## src/rtl/adc_stream_arbiter.sv

```systemverilog
// rtl/adc_stream_arbiter.sv - round-robin burst arbiter muxing ADC channel streams onto one AXIS path
// Each grant is locked for BURST_LEN beats; tuser carries the channel ID for PS-side demux.
module adc_stream_arbiter #(
  parameter int NUM_CH    = 4,
  parameter int DATA_W    = 128,
  parameter int BURST_LEN = 16,
  localparam int CH_W     = $clog2(NUM_CH)
) (
  input  logic                     clk,
  input  logic                     rst,
  input  logic                     enable,
  input  logic [NUM_CH*DATA_W-1:0] s_axis_tdata,
  input  logic [NUM_CH-1:0]        s_axis_tvalid,
  output logic [NUM_CH-1:0]        s_axis_tready,
  output logic [DATA_W-1:0]        m_axis_tdata,
  output logic                     m_axis_tvalid,
  input  logic                     m_axis_tready,
  output logic                     m_axis_tlast,
  output logic [CH_W-1:0]          m_axis_tuser,
  output logic [CH_W-1:0]          grant_ch,
  output logic                     busy
);

  localparam int CNT_W = $clog2(BURST_LEN + 1);

  typedef enum logic {IDLE, XFER} state_t;

  state_t            state_q, state_d;
  logic [CH_W-1:0]   rr_ptr;
  logic [CH_W-1:0]   grant_q;
  logic [CNT_W-1:0]  beat_cnt;
  logic [CH_W-1:0]   pick_ch;
  logic [CH_W-1:0]   scan_idx;
  logic              pick_found;
  logic              xfer;
  logic              beat;
  logic              last_beat;
  logic [DATA_W-1:0] ch_data [NUM_CH];

  for (genvar c = 0; c < NUM_CH; c++) begin : g_slice
    assign ch_data[c] = s_axis_tdata[c*DATA_W +: DATA_W];
  end

  // First requesting channel at or after rr_ptr, wrapping modulo NUM_CH.
  always_comb begin
    pick_found = 1'b0;
    pick_ch    = '0;
    scan_idx   = '0;
    for (int i = 0; i < NUM_CH; i++) begin
      scan_idx = CH_W'((int'(rr_ptr) + i) % NUM_CH);
      if (!pick_found && s_axis_tvalid[scan_idx]) begin
        pick_found = 1'b1;
        pick_ch    = scan_idx;
      end
    end
  end

  assign xfer          = (state_q == XFER);
  assign last_beat     = (beat_cnt == CNT_W'(BURST_LEN - 1));
  assign m_axis_tdata  = ch_data[grant_q];
  assign m_axis_tvalid = xfer & s_axis_tvalid[grant_q];
  assign m_axis_tlast  = xfer & last_beat;
  assign m_axis_tuser  = grant_q;
  assign grant_ch      = grant_q;
  assign busy          = xfer;
  assign beat          = m_axis_tvalid & m_axis_tready;
  assign s_axis_tready = xfer ? ((NUM_CH'(1) << grant_q) & {NUM_CH{m_axis_tready}}) : '0;

  always_comb begin
    state_d = state_q;
    case (state_q)
      IDLE:    if (enable && pick_found) state_d = XFER;
      XFER:    if (beat && last_beat) state_d = IDLE;
      default: state_d = IDLE;
    endcase
  end

  always_ff @(posedge clk or negedge rst) begin
    if (!rst) begin
      state_q  <= IDLE;
      rr_ptr   <= '0;
      grant_q  <= '0;
      beat_cnt <= '0;
    end else begin
      state_q <= state_d;
      if (state_q == IDLE && state_d == XFER) begin
        grant_q  <= pick_ch;
        beat_cnt <= '0;
      end else if (beat) begin
        beat_cnt <= beat_cnt + CNT_W'(1);
        if (last_beat) begin
          rr_ptr   <= (grant_q == CH_W'(NUM_CH - 1)) ? '0 : grant_q + CH_W'(1);
          beat_cnt <= '0;
        end
      end
    end
  end

endmodule

```

## config.mk

```make
export PLATFORM = sky130hd
export DESIGN_NAME = adc_stream_arbiter
export DESIGN_NICKNAME = d
export VERILOG_FILES = /design/src/rtl/adc_stream_arbiter.sv
export SDC_FILE = /design/constraint.sdc
export NUM_CORES = 1
export LEC_CHECK = 0
export BUFFER_PORTS_ARGS = -buffer_cell sky130_fd_sc_hd__buf_2
export CAP_MARGIN = 15
export CORE_AREA = 2 2 254 256
export CTS_CLUSTER_DIAMETER = 120
export DETAILED_ROUTE_END_ITERATION = 10
export DIE_AREA = 0 0 256 258
export PLACE_DENSITY = 0.3
export SLEW_MARGIN = 20
export SYNTH_ARGS = -nofsm -noshare
export SYNTH_HDL_FRONTEND = slang
export SYNTH_SLANG_ARGS = --single-unit
```

## constraint.sdc

```tcl
create_clock -name clk -period 1.85 [get_ports clk]
set_input_delay 0.0925 -clock clk [delete_from_list [all_inputs] [get_ports clk]]
set_output_delay 0.0925 -clock clk [all_outputs]
set_load 0.02 [all_outputs]
```

==> run metrics, run 1 <==
Synth Area in XOR/XNOR=0%; cell accounting for the most synthesized area=mux4_2; clk buf depth=2; Synth area leaders=mux4_2 (76%), dfrtp_1 (6.6%), buf_6 (2.7%); Setup CP Type=reg -> out; Cells after Synth=231; clock root cell=clkbuf_16; Routed Antenna Nets=0; share of layout cells above drive strength 1=93.1%; Overflow after GRT=0; Max VDD drop=between 0.2 and 0.3 mV; FF+latch count, synth=10; first-pass GRT wire length=around 52000 um; area of the multi-input gates=0.00328 mm2; final period utilization=104%; Worst Setup End Kind=primary output; CTS tree=built; cts bufs inserted=3; Power Density=567 mW/mm2; RePlAce Congestion=roughly 1; vias per cell=~3.3; Clock Sinks=10; Worst-Margin Slew=about 0.55 ns; # setup viols final=97; status=finished, violations left; FF+latch area=approximately 260 um2; Pre-antenna DRT Iters=4; FFs w/ async S/R, synth=between 90% and 100%; Final Total Pwr=about 5.5 mW; Final Hold Fails=0; Seq/Total Area, Yosys=between 6 and 7%; die area=0.0660 mm2; post-synthesis compound-gate area fraction=approximately 3.4%; DRT iter0 DRCs=~330; total number of vias=around 6000; Post-Syn Area=0.00377 mm2; Ports=~660; HPWL Detailed=~36000 um; Clock Latency Late Sink=about 0.24 ns; Max Slew Vio Count=0; vias in the first global route=between 6000 and 7000; Worst Skew=0.00542 ns; global-route usage over all layers=between 10% and 20%; Final min period=about 1.9 ns; Synth cell types=32; Primary FF master, synth=dfrtp_1; Util after Layout=15.4%; LEAKAGE=4.31 nW; H-tree depth=1; WP data arrival=between 1.5 and 2 ns; post-synth top area share=between 70 and 80%; YS warnings=0; Routed WL=a little over 40000 um; Placement Rows=93; Post-synth EDFFs=0; mux cell area share after synthesis=78.1%; PnR worst setup slack=-0.0680 ns; CORE AREA=0.0636 mm2; max-cap violations=0; die height=258 um; Synth Area in Adders=1.66%; achievable frequency=0.521 GHz; routed len/inst=about 23 um; DR DRC count=0; Filler Cells Inserted=about 7200; Die Wd=around 260 um; port bufs=between 600 and 700; Hold WC Path Type=in -> reg; Critical Path Fanout Max=8; failing checks=negative setup slack; Simple-Gate Fraction of Synth Area=under 10%; nets@finish=about 1400; largest net degree at the start of global routing=32; Worst Setup Start Kind=flip-flop; Initial Util=5.93%; Rel. slew slack=between 60% and 70%; syn avg cell area=~16 um2; Worst EP required=approximately 1.8 ns; synth-to-layout area growth=159%; largest family of logic cells by synthesized area=multiplexers; Post-Syn Nets=roughly 760; RSZ-0062 raised after global routing=yes; Placement Setup Slack=between 0.1 and 0.15 ns; initial antenna violation count=47; clk slew on worst S/H paths=0.04 ns
==> cell usage in the layout, fill, tap and decap left out, types with 2 or more instances in the layout <==
cell type,n
a21oi_1,3
and3_1,5
buf_12,14
buf_16,6
buf_2,531
buf_4,15
buf_6,134
buf_8,9
clkbuf_16,10
dfrtp_1,8
dfrtp_4,2
diode_2,12
ha_1,5
inv_1,2
inv_2,2
mux2_4,2
mux2i_1,4
mux4_2,128
nand2_1,8
nand2b_1,2
nand3_1,5
nor2_1,5
o21ai_0,2
o21ai_1,2
==> metrics by stage <==
stage	hold WS (ns)	setup TNS (ns)	instance area [um2]	instances
6_report	0.212	-2.46	9780	1786
5_1_grt	0.245	-7.87	9760	1779
3_3_place_gp	-0.0238	0	8260	1739
4_1_cts	0.228	-4.81	8990	1759
2_1_floorplan	-0.203	0	3770	231
3_5_place_dp	-0.0239	0	8260	1739
==> layout make-up <==
type                       instances  area share [%]
tap                              855            10.9
timing repair buffer             717            51.6
antenna                           12           0.307
multi-input combinational        184            33.6
inverter                           4           0.154
sequential                        10            2.64
clock buffer                       4           0.806
==> repair_timing <==
action                     CTS  global route
hold endpoints to repair    10             0
setup endpoints to repair   85           139
buffers inserted            11             9
hold buffers                 1             0
pin swaps                    1             2
gates resized for setup    128           171
gates cloned                 4             8
==> power by group <==
| part | switching, mW | total, mW | leakage, nW | internal, mW |
|---|---|---|---|---|
| combinational | 2.12 | 4.81 | 4.15 | 2.69 |
| clock | 0.0997 | 0.388 | 0.0382 | 0.289 |
| sequential | 0.0640 | 0.346 | 0.124 | 0.282 |
| total | 2.28 | 5.54 | 4.31 | 3.26 |
==> layer usage <==
layer / up-vias / track usage [%] / wire length (um)
li1: 2494 / - / -
met1: 2906 / 12.8 / 14600
met2: 434 / 19.7 / 19700
met3: 82 / 5.23 / 5440
met4: 18 / 1.93 / 1030
met5: - / 0 / 119
==> flip-flops by register name (all words and copies together), names as in the netlist <==
name	cells
beat_cnt	5
grant_ch	2
rr_ptr	2
busy	1
==> cells by family (layout without fill, tap and decap cells) <==
kind of cell             Yosys count  count (layout)
AO/OA/AOI/OAI                     17              17
flip-flops                        10              10
adder cells (fa/ha/maj)            5               5
multiplexers                     134             134
other                              0              12
AND/OR/NAND/NOR                   28              28
buffers and inverters             37             725
==> worst max-delay path: stages, from the launching register on <==
cell     delay, ns
dfrtp_4       0.50
buf_4         0.15
buf_12        0.14
buf_16        0.16
mux4_2        0.45
buf_6         0.15
==> final timing paths <==
path | start | endpoint | slack (ns) | depth (start not counted)
worst max-delay path | grant_ch[0] | m_axis_tdata[72] | -0.07 | 5
max in group asynchronous | rst | grant_ch[0] | 1.35 | 2
worst max register to register | grant_ch[0] | rr_ptr[0] | 0.02 | 7
min in group asynchronous | rst | rr_ptr[1] | 0.27 | 2
worst min register to register | beat_cnt[2] | beat_cnt[2] | 0.50 | 1
worst min-delay path | enable | busy | 0.21 | 3
==> Yosys cell counts (2+ instances only) <==
cell type	count
mux4_2	128
mux2i_1	4
ha_1	5
buf_6	9
mux2_1	2
clkbuf_1	3
buf_2	15
o21ai_0	2
nor2_1	5
nand2b_1	2
inv_2	2
and3_1	5
nand3_1	5
buf_4	6
dfrtp_1	10
inv_1	2
o21ai_1	2
nand2_1	8
a21oi_1	3
Power figures use the tool's default switching activity.
==> run 2: changes to the inputs <==
==> constraint.sdc (replaced) <==
create_clock -name clk -period 2.1 [get_ports clk]
set_input_delay 0.105 -clock clk [delete_from_list [all_inputs] [get_ports clk]]
set_output_delay 0.105 -clock clk [all_outputs]
set_load 0.02 [all_outputs]
==> run 2 against run 1 <==
Compared with the run above:
- first-iteration DRC count increased by 23%
- largest power group unchanged
- global-route usage decreased by 0.15 points
- via count decreased by 2.1%
- wire length decreased by 4.2%
- the flow now finishes without violations
- non-clock buffer count decreased by 35
- flip-flop and latch count unchanged
- sequential power decreased by 11%
==> run metrics, run 2 (synthesis gave the netlist of run 1 again) <==
status=finished, final reports clean (was finished, violations left); clock root cell=clkbuf_16 (unchanged); first-pass GRT wire length=52400 um (was 52000 um); vias per cell=3.32 (about the same); cts bufs inserted=3 (unchanged); most frequent cells in the layout=buf_2 (658), mux4_2 (128), buf_4 (12) (was buf_2 (531), buf_6 (134), mux4_2 (128)); die area=0.0660 mm2 (unchanged); final period utilization=~94%; synth-to-layout area growth=122% (was 159%); routed len/inst=22.4 um (was 22.9 um); max-cap violations=0 (unchanged); Overflow after GRT=0 (unchanged); Worst Setup Start Kind=flip-flop (unchanged); CP Buf/Inv Count=3 (was 4); Final Hold Fails=0 (unchanged); Util after Layout=13.1% (was 15.4%); DR DRC count=0 (unchanged); Largest delay share family, worst path=buffers and inverters (unchanged); Max VDD drop=0.317 mV (was 0.271 mV); Worst EP required=2.00 ns (was 1.76 ns); HPWL Detailed=36600 um (was 36500 um); nets@finish=1410 (was 1445); clk buf depth=2 (unchanged); Placement Rows=93 (unchanged); setup TNS=0 ns (was -2.46 ns); port bufs=658 (unchanged); max reg flops=5 (unchanged); DRT iter0 DRCs=402 (was 328); clk slew on worst S/H paths=0.04 ns (about the same); # setup viols final=0 (was 97); largest net degree at the start of global routing=53 (was 32); Setup CP Type=reg -> out (unchanged); stages on the worst setup path=4 (was 5); Placement Setup Slack=0.192 ns (was 0.101 ns); Worst-Margin Slew=0.534 ns (was 0.545 ns); Initial Util=5.93% (unchanged); Pre-antenna DRT Iters=4 (unchanged); Clock Sinks=10 (unchanged); CORE AREA=0.0636 mm2 (unchanged); Rel. slew slack=64.0% (was 63.2%); CTS tree=built (unchanged); RSZ-0062 raised after global routing=no (was yes); PnR worst setup slack=0.124 ns (was -0.0680 ns); Critical Path Fanout Max=10 (was 8); Hold WC Path Type=in -> reg (unchanged); global-route usage over all layers=11.2% (was 11.3%); Worst Setup End Kind=primary output (unchanged); hold-critical path depth=3 (unchanged); Die Wd=256 um (unchanged); vias in the first global route=6277 (was 6195); Power Density=464 mW/mm2 (was 567 mW/mm2); most common cell after layout, fill and taps aside=buf_2 (unchanged); Biggest register=beat_cnt (unchanged); Ports=659 (unchanged); Final min period=around 2 ns; Reg2Reg Depth=5 (was 7); initial antenna violation count=49 (was 47); H-tree depth=1 (unchanged); Routed WL=39200 um (was 40900 um); achievable frequency=about 0.51 GHz; RePlAce Congestion=0.986 (was 1.00); total number of vias=5810 (was 5934); CP peak stage delay=0.52 ns (was 0.50 ns); Max Slew Vio Count=0 (unchanged); crit-path cells=buf_12 > buf_4 > mux4_2 > buf_2 (was buf_4 > buf_12 > buf_16 > mux4_2 > buf_6); crit path max-delay cell type=dfrtp_4 (unchanged); Clock Latency Late Sink=0.24 ns (about the same); Routed Antenna Nets=0 (unchanged); Worst Skew=0.00361 ns (was 0.00542 ns); WP data arrival=1.87 ns (was 1.83 ns); die height=258 um (unchanged); share of layout cells above drive strength 1=92.8% (was 93.1%); LEAKAGE=3.76 nW (was 4.31 nW)
run 2: changes by cell type in the layout (fill, tap and decap cells not counted), moves of 3 or more:
cell	change
buf_8	-9
buf_6	-134
buf_16	-5
buf_12	-5
buf_2	+127
clkbuf_16	-6
buf_4	-3
run 2: metrics by stage:
stage	hold WS, ns	power [mW]	area [um2]	cells
global route	0.265	4.14	8350	1745
detailed placement	-0.00550	3.52	8190	1731
floorplan	-0.191	2.17	3770	231
finish	0.231	3.88	8360	1749
CTS	0.236	3.92	8300	1738
global placement	0.00102	3.52	8190	1731
run 2: cell type report:
cell class                 count  area, um2
clock buffer                   4       88.8
antenna                       10       25.0
timing repair buffer         682       3630
inverter                       4       15.0
fill                        7366      55300
sequential                    10        258
multi-input combinational    184       3270
tap                          855       1070
run 2: final timing paths:
check / startpoint / end / slack (ns)
worst min register to register: beat_cnt[2] / beat_cnt[2] / 0.49
worst min-delay path: enable / busy / 0.23
max in group asynchronous: rst / grant_ch[1] / 1.58
min in group asynchronous: rst / rr_ptr[0] / 0.28
worst max-delay path: grant_ch[0] / m_axis_tdata[21] / 0.12
worst max register to register: grant_ch[0] / rr_ptr[0] / 0.35
run 2: power by group:
part / internal [mW] / switching [mW] / leakage [nW] / total [mW]
logic: 1.56 / 1.64 / 3.60 / 3.19
registers: 0.249 / 0.0600 / 0.124 / 0.309
clock network: 0.286 / 0.0880 / 0.0442 / 0.374
total: 2.09 / 1.79 / 3.76 / 3.88
run 2: metal layers:
layer | up-vias | part of all wire [%] | GRT usage, %
met3 | 76 | 11 | 4.07
met1 | 2863 | 38 | 13.4
met2 | 445 | 48 | 19.6
met5 | - | 0.24 | 0
met4 | 16 | 2.4 | 1.43
li1 | 2410 | - | -
run 2: tightest hold or removal path, cell delays in order:
cell and delay [ns]:
buf_2 0.12, o41ai_1 0.10, a22oi_1 0.08
run 2: repair_timing:
action                                  in CTS  in global routing
gates cloned                                 0                  1
endpoints found under the setup margin      13                  2
endpoints found under the hold margin       10                  0
setup buffers                                2                  0
gates resized for setup                      0                  1
hold buffers                                 1                  0
==> run 3: changes to the inputs <==
==> constraint.sdc (replaced) <==
create_clock -name clk -period 2.1 [get_ports clk]
set_input_delay 0.21 -clock clk [delete_from_list [all_inputs] [get_ports clk]]
set_output_delay 0.21 -clock clk [all_outputs]
set_load 0.02 [all_outputs]
==> run 3 against run 2 <==
Compared with the run above:
- the flow now finishes with violations (negative setup slack)
- clock skew fell by 0.00077 ns
- wire length is 5.8% higher
- combinational power grew 6%
- critical path type unchanged
- fmax down 6.8%
- via count fell by 1.1%
- non-clock buffer count up 6
- cell count up 0.57%
==> run metrics, run 3 (synthesis gave the netlist of run 1 again) <==
Die Wd=256 um (unchanged); R2R Setup Slk=0.15 ns (was 0.35 ns); achievable frequency=0.471 GHz (was 0.506 GHz); Worst Skew=0.00284 ns (was 0.00361 ns); die area=0.0660 mm2 (unchanged); clock root cell=clkbuf_16 (unchanged); # setup viols final=5 (was 0); Worst Setup Start Kind=flip-flop (unchanged); RSZ-0062 raised after global routing=yes (was no); final period utilization=101% (was 94.1%); Rel. slew slack=64.2% (was 64.0%); setup TNS=-0.0423 ns (was 0 ns); Power Density=477 mW/mm2 (was 464 mW/mm2); nets@finish=1416 (was 1410); total number of vias=5744 (was 5810); Initial Util=5.93% (unchanged); clk slew on worst S/H paths=0.04 ns (about the same); die height=258 um (unchanged); port bufs=658 (unchanged); Pre-antenna DRT Iters=4 (unchanged); routed len/inst=23.6 um (was 22.4 um); combinational share of power=82.9% (was 82.4%); area of the multi-input gates=0.00327 mm2 (unchanged); clk buf depth=2 (unchanged); Setup CP Type=reg -> out (unchanged); sequential power share=7.5% (was 8.0%); Worst-Margin Slew=0.530 ns (was 0.534 ns); largest net degree at the start of global routing=53 (unchanged); DRT iter0 DRCs=299 (was 402); Final min period=2.12 ns (was 1.98 ns); clock group share of total power=9.6% (was 9.7%); PnR worst setup slack=-0.0212 ns (was 0.124 ns); Routed WL=41400 um (was 39200 um); Clock Latency Late Sink=0.24 ns (about the same); most common cell after layout, fill and taps aside=buf_2 (unchanged); HPWL Detailed=37000 um (was 36600 um); max reg flops=5 (unchanged); Max VDD drop=0.223 mV (was 0.317 mV); WP data arrival=1.91 ns (was 1.87 ns); Ports=659 (unchanged); CORE AREA=0.0636 mm2 (unchanged); crit-path cells=buf_12 > buf_16 > buf_4 > mux4_2 > buf_2 (was buf_12 > buf_4 > mux4_2 > buf_2); LEAKAGE=3.86 nW (was 3.76 nW); first-pass GRT wire length=53400 um (was 52400 um); Final Hold Fails=0 (unchanged); vias in the first global route=6089 (was 6277); FF+latch area=258 um2 (unchanged); initial antenna violation count=53 (was 49); most frequent cells in the layout=buf_2 (653), mux4_2 (128), buf_4 (12) (was buf_2 (658), mux4_2 (128), buf_4 (12)); crit path max-delay cell type=mux4_2 (was dfrtp_4); switching power=1.86 mW (was 1.79 mW); Overflow after GRT=0 (unchanged); global-route usage over all layers=11.9% (was 11.2%); vias per cell=3.27 (was 3.32); Int Pwr=2.23 mW (was 2.09 mW); synth-to-layout area growth=127% (was 122%); failing checks=negative setup slack; Filler Cells Inserted=7339 (was 7366); Clock Sinks=10 (unchanged); Worst Setup End Kind=primary output (unchanged); Worst EP required=1.89 ns (was 2.00 ns); share of layout cells above drive strength 1=92.8% (about the same); Max Slew Vio Count=0 (unchanged); status=finished, violations left (was finished, final reports clean); Placement Setup Slack=0.191 ns (was 0.192 ns); RePlAce Congestion=0.985 (was 0.986); Routed Antenna Nets=0 (unchanged); Final Hold Slack=0.317 ns (was 0.231 ns); Biggest register=beat_cnt (unchanged); H-tree depth=1 (unchanged); CTS tree=built (unchanged); cts bufs inserted=3 (unchanged); CP peak stage delay=0.54 ns (was 0.52 ns); max-cap violations=0 (unchanged); Critical Path Fanout Max=13 (was 10); Sw Share=45.5% (was 46.1%); Hold WC Path Type=in -> reg (unchanged); DR DRC count=0 (unchanged); Placement Rows=93 (unchanged)
## run 3: through the flow
| step | area (um2) | instances | utilization [%] | power (mW) |
|---|---|---|---|---|
| finish | 8560 | 1759 | 13.5 | 4.09 |
| floorplan | 3770 | 231 | - | 2.17 |
| global placement | 8090 | 1725 | 12.7 | 3.46 |
| global route | 8560 | 1756 | 13.4 | 4.36 |
| CTS | 8450 | 1742 | 13.3 | 4.12 |
| detailed placement | 8090 | 1725 | 12.7 | 3.47 |
## run 3: area by class of cell
type,count,area share (%)
Multi-Input combinational cell,184,38.2
Clock buffer,4,1.04
Sequential cell,10,3.01
Antenna cell,14,0.409
Timing Repair Buffer,688,44.6
Tap cell,855,12.5
Inverter,4,0.175
## run 3: what timing repair did
item | in CTS | in global routing
hold buffers | 1 | 0
hold endpoints to repair | 10 | 0
gates resized for setup | 10 | 11
gates cloned | 4 | 1
buffers inserted | 8 | 2
endpoints found under the setup margin | 15 | 68
## run 3: power by group through the flow
stage          Combinational (mW)  Clock [mW]  Sequential [mW]
6_report                     3.39       0.393            0.307
5_1_grt                      3.62       0.422            0.317
4_1_cts                      3.40       0.410            0.308
2_1_floorplan                1.88           0            0.292
3_3_place_gp                 3.15           0            0.316
3_5_place_dp                 3.16           0            0.314
## run 3: path summary, 6_finish.rpt
path | start | end | cells after the start
min in group asynchronous | rst | beat_cnt[4] | 2
hold reg to reg | beat_cnt[2] | beat_cnt[2] | 1
max in group asynchronous | rst | grant_ch[0] | 2
setup reg to reg | grant_ch[0] | rr_ptr[0] | 6
hold / removal | enable | busy | 3
setup / recovery | grant_ch[0] | m_axis_tdata[95] | 5
## run 3: layer usage
layer	global-route usage, %	wire length, um	vias to the layer above
met1	13.6	15100	2755
met5	0	172	-
met4	3.96	963	28
met3	5.58	5190	82
met2	19.4	20000	446
li1	-	-	2433
## run 3: critical path, delay by kind of cell (launching register included)
kind                   cells  cell delay [ns]
buffers and inverters      4             0.69
flip-flops                 1             0.41
multiplexers               1             0.54
